<file path="src/rtl/lcb_arb_pkg.sv">
// lcb_arb_pkg: shared widths, RMW state enum and masked merge
// for the LCB frame-buffer write arbiter.
package lcb_arb_pkg;

    localparam int ADDR_W_DEF = 10;
    localparam int DATA_W_DEF = 12;
    localparam int IDX_W      = 3;   // up to 8 requesters
    localparam int CNT_W      = 2;   // read latency up to 4

    typedef enum logic [1:0] {
        ST_IDLE,
        ST_READ,
        ST_WAIT,
        ST_WRITE
    } arb_state_e;

    // Bits with mask=1 take the new data, the rest keep q.
    function automatic logic [31:0] merge_word(
        input logic [31:0] q,
        input logic [31:0] mask,
        input logic [31:0] data
    );
        return (q & ~mask) | (data & mask);
    endfunction

endpackage

</file>
<file path="src/rtl/lcb_rr_pick.sv">
// lcb_rr_pick: combinational round-robin picker.
// Ports: req (N), ptr (start index) -> any, one-hot grant, grant idx.
module lcb_rr_pick
    import lcb_arb_pkg::*;
#(
    parameter int N = 4
) (
    input  logic [N-1:0]     req,
    input  logic [IDX_W-1:0] ptr,
    output logic             any,
    output logic [N-1:0]     grant,
    output logic [IDX_W-1:0] idx
);

    int best;

    // Winner is the set bit with the smallest distance from ptr,
    // counting upward and wrapping modulo N.
    always_comb begin
        best = N;
        idx  = '0;
        for (int i = 0; i < N; i++) begin
            if (req[i] && ((i + N - int'(ptr)) % N) < best) begin
                best = (i + N - int'(ptr)) % N;
                idx  = IDX_W'(i);
            end
        end
    end

    assign any = |req;

    always_comb begin
        grant = '0;
        for (int i = 0; i < N; i++) begin
            grant[i] = any && (idx == IDX_W'(i));
        end
    end

endmodule

</file>
<file path="src/rtl/lcb_buf_arbiter.sv">
// lcb_buf_arbiter: round-robin masked read-modify-write arbiter that
// shares the LCB-side frame-buffer bank write port among N engines.
// Ports: clk, reset (sync, active-high); req/req_addr/req_data/req_mask
// in, ack out; mem_swch bank select in; mem_raddr/mem_rden/mem_q read
// side; mem_waddr/mem_wdata/mem_wren write side; busy out.
// Option: define FULL_WORD_BYPASS_EN to skip the read for full masks.
module lcb_buf_arbiter
    import lcb_arb_pkg::*;
#(
    parameter int N      = 4,
    parameter int ADDR_W = ADDR_W_DEF,
    parameter int DATA_W = DATA_W_DEF,
    parameter int RD_LAT = 2
) (
    input  logic                clk,
    input  logic                reset,
    input  logic [N-1:0]        req,
    input  logic [N*ADDR_W-1:0] req_addr,
    input  logic [N*DATA_W-1:0] req_data,
    input  logic [N*DATA_W-1:0] req_mask,
    output logic [N-1:0]        ack,
    input  logic                mem_swch,
    output logic [ADDR_W-1:0]   mem_raddr,
    output logic                mem_rden,
    input  logic [DATA_W-1:0]   mem_q,
    output logic [ADDR_W-1:0]   mem_waddr,
    output logic [DATA_W-1:0]   mem_wdata,
    output logic                mem_wren,
    output logic                busy
);

    arb_state_e state, state_nx;

    logic [IDX_W-1:0]  ptr;
    logic [IDX_W-1:0]  win_idx;
    logic [N-1:0]      win_oh;
    logic [ADDR_W-1:0] lat_addr;
    logic [DATA_W-1:0] lat_data;
    logic [DATA_W-1:0] lat_mask;
    logic              lat_swch;
    logic [CNT_W-1:0]  cnt;
    logic [DATA_W-1:0] merged;

    logic              pick_any;
    logic [N-1:0]      pick_grant;
    logic [IDX_W-1:0]  pick_idx;

    logic [ADDR_W-1:0] sel_addr;
    logic [DATA_W-1:0] sel_data;
    logic [DATA_W-1:0] sel_mask;

    logic swap;
    logic do_latch;
    logic do_relatch;
    logic do_load;
    logic do_dec;
    logic do_capture;
    logic do_bypass;
    logic do_advance;

    lcb_rr_pick #(
        .N(N)
    ) u_pick (
        .req  (req),
        .ptr  (ptr),
        .any  (pick_any),
        .grant(pick_grant),
        .idx  (pick_idx)
    );

    always_comb begin
        sel_addr = '0;
        sel_data = '0;
        sel_mask = '0;
        for (int i = 0; i < N; i++) begin
            if (pick_grant[i]) begin
                sel_addr = req_addr[i*ADDR_W +: ADDR_W];
                sel_data = req_data[i*DATA_W +: DATA_W];
                sel_mask = req_mask[i*DATA_W +: DATA_W];
            end
        end
    end

    // The other side swapped banks under us: restart on the new bank.
    assign swap = (state != ST_IDLE) && (mem_swch != lat_swch);

    always_comb begin
        state_nx   = state;
        do_latch   = 1'b0;
        do_relatch = 1'b0;
        do_load    = 1'b0;
        do_dec     = 1'b0;
        do_capture = 1'b0;
        do_bypass  = 1'b0;
        do_advance = 1'b0;
        unique case (state)
            ST_IDLE: begin
                if (pick_any) begin
                    do_latch = 1'b1;
                    state_nx = ST_READ;
`ifdef FULL_WORD_BYPASS_EN
                    if (&sel_mask) begin
                        do_bypass = 1'b1;
                        state_nx  = ST_WRITE;
                    end
`endif
                end
            end
            ST_READ: begin
                if (swap) begin
                    do_relatch = 1'b1;
                    state_nx   = ST_READ;
                end else begin
                    do_load  = 1'b1;
                    state_nx = ST_WAIT;
                end
            end
            ST_WAIT: begin
                if (swap) begin
                    do_relatch = 1'b1;
                    state_nx   = ST_READ;
                end else if (cnt == '0) begin
                    do_capture = 1'b1;
                    state_nx   = ST_WRITE;
                end else begin
                    do_dec = 1'b1;
                end
            end
            ST_WRITE: begin
                if (swap) begin
                    do_relatch = 1'b1;
                    state_nx   = ST_READ;
                end else begin
                    do_advance = 1'b1;
                    state_nx   = ST_IDLE;
                end
            end
            default: state_nx = ST_IDLE;
        endcase
    end

    always_ff @(posedge clk) begin
        if (reset) begin
            state    <= ST_IDLE;
            ptr      <= '0;
            win_idx  <= '0;
            win_oh   <= '0;
            lat_addr <= '0;
            lat_data <= '0;
            lat_mask <= '0;
            lat_swch <= 1'b0;
            cnt      <= '0;
            merged   <= '0;
        end else begin
            state <= state_nx;
            if (do_latch) begin
                win_idx  <= pick_idx;
                win_oh   <= pick_grant;
                lat_addr <= sel_addr;
                lat_data <= sel_data;
                lat_mask <= sel_mask;
                lat_swch <= mem_swch;
            end
            if (do_bypass) begin
                merged <= sel_data;
            end
            if (do_relatch) begin
                lat_swch <= mem_swch;
            end
            if (do_load) begin
                cnt <= CNT_W'(RD_LAT - 1);
            end
            if (do_dec) begin
                cnt <= cnt - 1'b1;
            end
            if (do_capture) begin
                merged <= DATA_W'(merge_word(32'(mem_q),
                                             32'(lat_mask),
                                             32'(lat_data)));
            end
            if (do_advance) begin
                ptr <= (win_idx == IDX_W'(N - 1)) ? '0
                                                  : win_idx + 1'b1;
            end
        end
    end

    // Strobes are masked by reset so an interrupted write never lands.
    assign mem_rden  = (state == ST_READ) && !reset;
    assign mem_wren  = (state == ST_WRITE) && !swap && !reset;
    assign ack       = mem_wren ? win_oh : '0;
    assign mem_raddr = lat_addr;
    assign mem_waddr = lat_addr;
    assign mem_wdata = merged;
    assign busy      = (state != ST_IDLE);

endmodule
</file>
<file path="config.mk">
export PLATFORM = sky130hd
export DESIGN_NAME = lcb_buf_arbiter
export DESIGN_NICKNAME = d
export VERILOG_FILES = /design/src/rtl/lcb_arb_pkg.sv /design/src/rtl/lcb_rr_pick.sv /design/src/rtl/lcb_buf_arbiter.sv
export SDC_FILE = /design/constraint.sdc
export NUM_CORES = 1
export LEC_CHECK = 0
export ABC_AREA = 1
export CORE_MARGIN = 3
export CORE_UTILIZATION = 41
export CTS_BUF_LIST = sky130_fd_sc_hd__clkbuf_4
export CTS_CLUSTER_SIZE = 20
export DETAILED_ROUTE_END_ITERATION = 6
export GPL_TIMING_DRIVEN = 1
export PLACE_DENSITY = 0.8
export SYNTH_ARGS = -nofsm -noshare
export SYNTH_HDL_FRONTEND = slang
export SYNTH_SLANG_ARGS = --single-unit
</file>
<file path="constraint.sdc">
create_clock -name clk -period 4.7 [get_ports clk]
set_input_delay 0.705 -clock clk [delete_from_list [all_inputs] [get_ports clk]]
set_output_delay 0.705 -clock clk [all_outputs]
set_load 0.02 [all_outputs]
</file>
# Word-level counts from Yosys, hierarchy flattened
# Cells that the tools add are included.
[op_classes]
add_sub_neg = 6
n_lt_le_gt_ge = 4
eq_ne = 10
n_mux = 43
n_bitwise = 8
n_reduce_logical = 27
[ops]
columns = ["op", "n"]
rows = [
  ["3-bit by 32-bit less-than comparator with 1-bit output", 3],
  ["12-bit 2-to-1 mux", 8],
  ["32-bit 2-to-1 mux", 3],
  ["10-bit 2-to-1 mux", 4],
  ["12-bit bitwise AND", 2],
  ["1-bit 2-to-1 mux", 17],
  ["2-bit 2-to-1 mux", 8],
  ["3-bit by 3-bit subtractor with 4-bit output (first input constant)", 4],
  ["1-bit logical AND", 12],
  ["12-bit inverter", 1],
  ["12-bit OR", 1],
  ["2-bit == test (second input constant)", 4],
  ["2-bit case mux with 4 select lines", 1],
  ["2-bit OR reduction", 4],
  ["2-bit nonzero test", 3],
  ["1-bit bitwise AND", 4],
  ["2-bit by 1-bit == test with 1-bit output (second input constant)", 2],
  ["2-bit logical NOT", 2],
  ["3-bit by 4-bit less-than comparator with 1-bit output (second input constant)", 1],
  ["4-bit 2-to-1 mux", 1],
  ["4-bit OR reduction", 1],
  ["3-bit by 1-bit adder with 3-bit output (second input constant)", 1],
  ["3-bit by 2-bit == test with 1-bit output (second input constant)", 1],
  ["3-bit logical NOT", 1],
  ["other kinds (8)", 9],
]
[totals]
ff_bits = 61
inputBits = 155
out_inout_bits = 39
word_cells = 108

# Logic depth before layout (Yosys ltp)
[logic_depth]
ltp_word = 21
ltp_mapped = 34
mapped_depth_nobuf = 31

# By module
# Synthesis repeated with hierarchy kept, for this count alone.
[unflattened]
cells_unflattened = 683
hier_area_um2 = 4229.1
[modules_own_cells]
columns = ["module", "n_inst", "cells_per_inst", "area_per_inst_um2", "seq_area_each_um2"]
rows = [
  ["lcb_buf_arbiter", 1, 599, 3758.6, 1221.2],
  ["lcb_rr_pick", 1, 84, 470.5, 0.0],
]

# Least setup slack after synthesis
# OpenSTA, ideal clock, no wires.
[synth_timing]
path_kind = "input to register"
startpoint = "in req[0]"
endpoint = "reg lat_data[0]"
arrival_time_ps = 3792
setup_slack_ps = 799
stages = 30
path_buffers = 4
cell_sequence = "clkbuf_1 > ha_1 > nand2_1 > nand2_1 > nand2_1 > nand2_1 > inv_1 > nor2_1 > a22oi_1 > ha_1 > inv_1 > nand2_1 > nand2_1 > nand2_1 > nand2_1 > nand2_2 > clkbuf_1 > clkbuf_1 > o21ai_0 > ha_1 > nand2_1 > nand2_1 > nand2_4 > nand2_2 > nand2_2 > buf_4 > nand3_1 > nand4_1 > nand2_1 > inv_1"
[synth_between]
elab_chain_cells = 17
elab_cells_between_ends = 28
classes_between = "3 x order compare; 3 x eq/ne; 12 x mux; 10 x reduce/logical"
[synth_lines]
columns = ["element", "line_no", "rtl"]
rows = [
  ["from (decl)", "lcb_buf_arbiter.sv:17", "input logic [N-1:0] req,"],
  ["1-bit logical AND", "lcb_rr_pick.sv:23", "if (req[i] && ((i + N - int'(ptr)) % N) < best) begin"],
  ["32-bit 2-to-1 mux", "lcb_rr_pick.sv:23", ""],
  ["3-bit by 32-bit less-than comparator with 1-bit output", "lcb_rr_pick.sv:23", ""],
  ["1-bit logical AND", "lcb_rr_pick.sv:23", ""],
  ["32-bit 2-to-1 mux", "lcb_rr_pick.sv:23", ""],
  ["3-bit by 32-bit less-than comparator with 1-bit output", "lcb_rr_pick.sv:23", ""],
  ["1-bit logical AND", "lcb_rr_pick.sv:23", ""],
  ["32-bit 2-to-1 mux", "lcb_rr_pick.sv:23", ""],
  ["3-bit by 32-bit less-than comparator with 1-bit output", "lcb_rr_pick.sv:23", ""],
  ["1-bit logical AND", "lcb_rr_pick.sv:23", ""],
  ["2-bit 2-to-1 mux", "lcb_rr_pick.sv:23", ""],
  ["3-bit logical NOT", "lcb_rr_pick.sv:35", "grant[i] = any && (idx == IDX_W'(i));"],
  ["1-bit logical AND", "lcb_rr_pick.sv:35", ""],
  ["12-bit 2-to-1 mux (4 in a row)", "lcb_buf_arbiter.sv:76", "if (pick_grant[i]) begin"],
  ["to (signal assigned)", "lcb_buf_arbiter.sv:160", "lat_data <= sel_data;"],
  ["to (decl)", "lcb_buf_arbiter.sv:38", "logic [DATA_W-1:0] lat_data;"],
]
# Parallel ways exist; a longest one is shown, timed or not.
# A chain may end at the register's enable or synchronous reset.

# Final worst setup path
[layout_timing]
startpoint = "in req[0]"
endpoint = "reg lat_mask[10]"
[layout_between]
elab_chain_cells = 17
elab_cells_between_ends = 28
classes_between = "3 x order compare; 3 x eq/ne; 12 x mux; 10 x reduce/logical"
[layout_lines]
columns = ["element", "line_no", "rtl"]
rows = [
  ["1-bit logical AND", "lcb_rr_pick.sv:23", ""],
  ["32-bit 2-to-1 mux", "lcb_rr_pick.sv:23", ""],
  ["3-bit by 32-bit less-than comparator with 1-bit output", "lcb_rr_pick.sv:23", ""],
  ["1-bit logical AND", "lcb_rr_pick.sv:23", ""],
  ["32-bit 2-to-1 mux", "lcb_rr_pick.sv:23", ""],
  ["3-bit by 32-bit less-than comparator with 1-bit output", "lcb_rr_pick.sv:23", ""],
  ["1-bit logical AND", "lcb_rr_pick.sv:23", ""],
  ["32-bit 2-to-1 mux", "lcb_rr_pick.sv:23", ""],
  ["3-bit by 32-bit less-than comparator with 1-bit output", "lcb_rr_pick.sv:23", ""],
  ["1-bit logical AND", "lcb_rr_pick.sv:23", ""],
  ["2-bit 2-to-1 mux", "lcb_rr_pick.sv:23", ""],
  ["3-bit logical NOT", "lcb_rr_pick.sv:35", ""],
  ["1-bit logical AND", "lcb_rr_pick.sv:35", ""],
  ["12-bit 2-to-1 mux (4 in a row)", "lcb_buf_arbiter.sv:76", ""],
  ["to (signal assigned)", "lcb_buf_arbiter.sv:161", "lat_mask <= sel_mask;"],
  ["to (decl)", "lcb_buf_arbiter.sv:39", "logic [DATA_W-1:0] lat_mask;"],
]
# Parallel ways exist; a longest one is shown, timed or not.

==> impl_metrics.tcl <==
set metrics [dict create \
    arrival_ps 4480 \
    critical-path-top-delay-family "simple AND/OR/NAND/NOR gates" \
    initial_core_util_pct 43.0 \
    drv.max_cap_violation_count 0 \
    mapped_cell_area_um2 4070 \
    reg2reg_to "lat_mask[10]" \
    critical-path-slowest-cell "sky130_fd_sc_hd__clkdlybuf4s50_1" \
    synthToLayoutAreaGrowth_pct 50.4 \
    register_area_share_after_synthesis_pct 29.0 \
    tritoncts_num_sinks 59 \
    synth.avg_cell_area_um2 6.04 \
    worst-endpoint-required_ps 5040 \
    cts.reportedPaths.clkPinSlew_ps 100 \
    min_path_type "register to register" \
    r2r_setup_slack_ps 560 \
    coreArea_um2 9460 \
    timing.slew.headroom_pct 34.0 \
    dieHeight_um 106 \
    hpwl_after_detailed_placement_um 10700 \
    routed_via_density 5.18 \
    place_area_um2 5970 \
    leakagePower_nw 2.85 \
    post_cts.resized_instances 0 \
    ys_ff_latch 59 \
    synth_cells 674 \
    root_buffer "sky130_fd_sc_hd__clkbuf_4" \
    clock_tree.htree_level_count 3 \
    grt_overflow 0 \
    place.port_buffers 193 \
    row_count 35 \
    drtPass1Iterations 7 \
    crit_top_cell "sky130_fd_sc_hd__nand2_1" \
    post_dr_wirelength_cell_um 14.7 \
    whs_endpoint "mem_wdata[8]" \
    min_delay_path_depth 2 \
    diodes 0 \
    timing_hold_violations_final 0 \
    total_drc_errors_in_the_routed_layout 0 \
    grt_max_degree 58 \
    min_from "mem_wdata[8]" \
    ys_async_sr_fraction_pct 0 \
    drt.antenna.violating_nets 0 \
    finalCriticalPeriod_ps 4140 \
    via_count 5026 \
    ir_drop_worst_vdd_mv 0.119 \
    tritoncts_buffers 9 \
    first_global_vias 4783 \
    post-layout-total-power_mw 1.65 \
    yosys_most_used_dff "sky130_fd_sc_hd__dfxtp_1" \
    timing.setup.tns_ps 0 \
    timing.critical_path.buf_inv 6 \
    final-instance-count-excl-fill 970 \
    dp_slack_ps 217 \
    critical-path-max-stage-delay_ps 460 \
    yosys-top-cells-area "sky130_fd_sc_hd__dfxtp_1 29%, sky130_fd_sc_hd__nand2_1 14%, sky130_fd_sc_hd__inv_1 11%, sky130_fd_sc_hd__nand4_1 10%, sky130_fd_sc_hd__nand3_1 10%" \
    power.density_nw_per_um2 269 \
    clock_skew_ps 8.82 \
    worst_slack_ps 557 \
    final_area_um2 6120 \
    floorplan.io_pins 194 \
    yosysUniqueCellTypes 27 \
    postCtsHoldBufs 0 \
    final_weighted_congestion_in_routability_driven_placement 0.871 \
    drt_iter0_markers 357 \
    cts_setup_buffers 0 \
    critical_path.endpoint_type "register" \
    setup_violations_final 0 \
    drive_gt1_share_pct 4.40 \
    critical_path.startpoint_type "primary input" \
    clkLatencyLatePin_ps 390 \
    outcome "complete, no violations" \
    synth_enable_flop_cells 0 \
    grt_setup_unrepaired "no" \
    worstPathMaxFanout 46 \
    synth_top_area_share_pct 29.0 \
    design.final.nets 1000 \
    tritoncts "yes" \
    deepest_clock_path_buffer_count 2 \
    r2r.worst_path.cells 31 \
    critical_path.reg2reg.startpoint "ptr[0]" \
    ys_warn_count 0 \
    design.die.area_um2 11200 \
    grt_first_pass_wirelength_um 22900 \
    final.hold.worst_slack_ps 468 \
    synth_top_area_cell "sky130_fd_sc_hd__dfxtp_1" \
    die_x_um 106 \
    placed_cells 954 \
    achievable-frequency_ghz 0.241 \
    antenna_found_initial 0 \
    critPathKind "primary input to register" \
    global_route.usage.total_pct 25.1 \
    postLayoutCoreUtil_pct 64.7 \
    slew_viol_final 0 \
    tightestPinTransition_ps 981 \
    wirelength_um 14200 \
    post-route-period-util_pct 88.2 \
]
## per-layer routing
layer  share of wire [%]  vias up  GRT usage (%)
met3                 7.9       33           3.86
met2                  47      251           41.5
met1                  42     2265           33.2
met5                   0        -              0
met4                 2.4        0           8.70
li1                    -     2477              -
## where the power goes
part           switching [mW]  internal [mW]
registers              0.0276          0.556
clock network           0.183          0.210
logic                   0.371          0.302
total                   0.582           1.07
## cells in the final DEF (no fill, tap or decap)
master	count
sky130_fd_sc_hd__nand2_2	3
sky130_fd_sc_hd__or2_2	1
sky130_fd_sc_hd__a21oi_1	41
sky130_fd_sc_hd__inv_2	2
sky130_fd_sc_hd__bufinv_16	2
sky130_fd_sc_hd__inv_1	118
sky130_fd_sc_hd__a211oi_1	1
sky130_fd_sc_hd__a21oi_4	2
sky130_fd_sc_hd__nand3_1	83
sky130_fd_sc_hd__nor3_1	2
sky130_fd_sc_hd__ha_1	9
sky130_fd_sc_hd__nand4_1	68
sky130_fd_sc_hd__o21a_1	1
sky130_fd_sc_hd__nor2_1	45
sky130_fd_sc_hd__clkinv_2	3
sky130_fd_sc_hd__mux2_2	2
sky130_fd_sc_hd__nand2_4	1
sky130_fd_sc_hd__dfxtp_1	59
sky130_fd_sc_hd__nor2_4	1
sky130_fd_sc_hd__a22oi_1	1
sky130_fd_sc_hd__o211ai_1	1
sky130_fd_sc_hd__buf_4	9
sky130_fd_sc_hd__clkdlybuf4s50_1	191
sky130_fd_sc_hd__buf_2	2
sky130_fd_sc_hd__clkbuf_4	9
sky130_fd_sc_hd__conb_1	6
sky130_fd_sc_hd__clkinv_1	2
sky130_fd_sc_hd__xor2_1	1
sky130_fd_sc_hd__o21ai_0	19
sky130_fd_sc_hd__nand2_1	154
sky130_fd_sc_hd__nor4_1	2
## cell families (layout without fill, tap and decap cells)
group	after synthesis	count (layout)	synth area share [%]
other	2	6	0.185
multiplexers	2	2	0.554
AND/OR/NAND/NOR	360	360	40.6
flip-flops	59	59	29.0
AO/OA/AOI/OAI	66	66	8.92
adder cells (fa/ha/maj)	9	9	2.77
buffers and inverters	175	338	17.7
XOR/XNOR	1	1	0.215
## cells in the mapped netlist, types with 2 or more instances
library cell	n
sky130_fd_sc_hd__nor3_1	2
sky130_fd_sc_hd__o21ai_0	19
sky130_fd_sc_hd__inv_1	118
sky130_fd_sc_hd__ha_1	9
sky130_fd_sc_hd__buf_2	13
sky130_fd_sc_hd__buf_4	13
sky130_fd_sc_hd__nand2_2	3
sky130_fd_sc_hd__nand4_1	68
sky130_fd_sc_hd__inv_2	2
sky130_fd_sc_hd__conb_1	2
sky130_fd_sc_hd__a21oi_4	2
sky130_fd_sc_hd__nand3_1	83
sky130_fd_sc_hd__nand2_1	154
sky130_fd_sc_hd__nor2_1	46
sky130_fd_sc_hd__clkbuf_1	25
sky130_fd_sc_hd__a21oi_1	41
sky130_fd_sc_hd__buf_1	4
sky130_fd_sc_hd__mux2_2	2
sky130_fd_sc_hd__dfxtp_1	59
sky130_fd_sc_hd__nor4_1	2
## worst max path at each step
stage	from	end	cells past startpoint
after global routing	ptr[0]	lat_mask[10]	31
after CTS	ptr[0]	lat_mask[10]	31
final	req[0]	lat_mask[10]	28
after floorplan	req[0]	lat_data[0]	30
after global placement	req[0]	lat_mask[10]	28
after detailed placement	req[0]	lat_mask[10]	28
## final cells by class
class / count / area [um^2]
sequential: 59 / 1180
inverter: 120 / 450
clock inverter: 7 / 82.6
multi-input combinational: 444 / 2190
clock buffer: 9 / 67.6
timing repair buffer: 202 / 1990
tap: 129 / 161
fill: 855 / 3340
## sequential cells by signal, summed over array words and instances (netlist names)
signal,cells
cnt,2
win_idx,2
lat_swch,1
ptr,2
win_oh,4
lat_mask,12
state,2
mem_raddr,10
lat_data,12
mem_wdata,12
## tightest hold or removal path: cells and delay by family, from the launching register on
| kind | cells | cell delay [ps] |
|---|---|---|
| AND/OR/NAND/NOR | 1 | 60 |
| flip-flops | 1 | 320 |
| AO/OA/AOI/OAI | 1 | 50 |
Power figures use the tool's default switching activity.
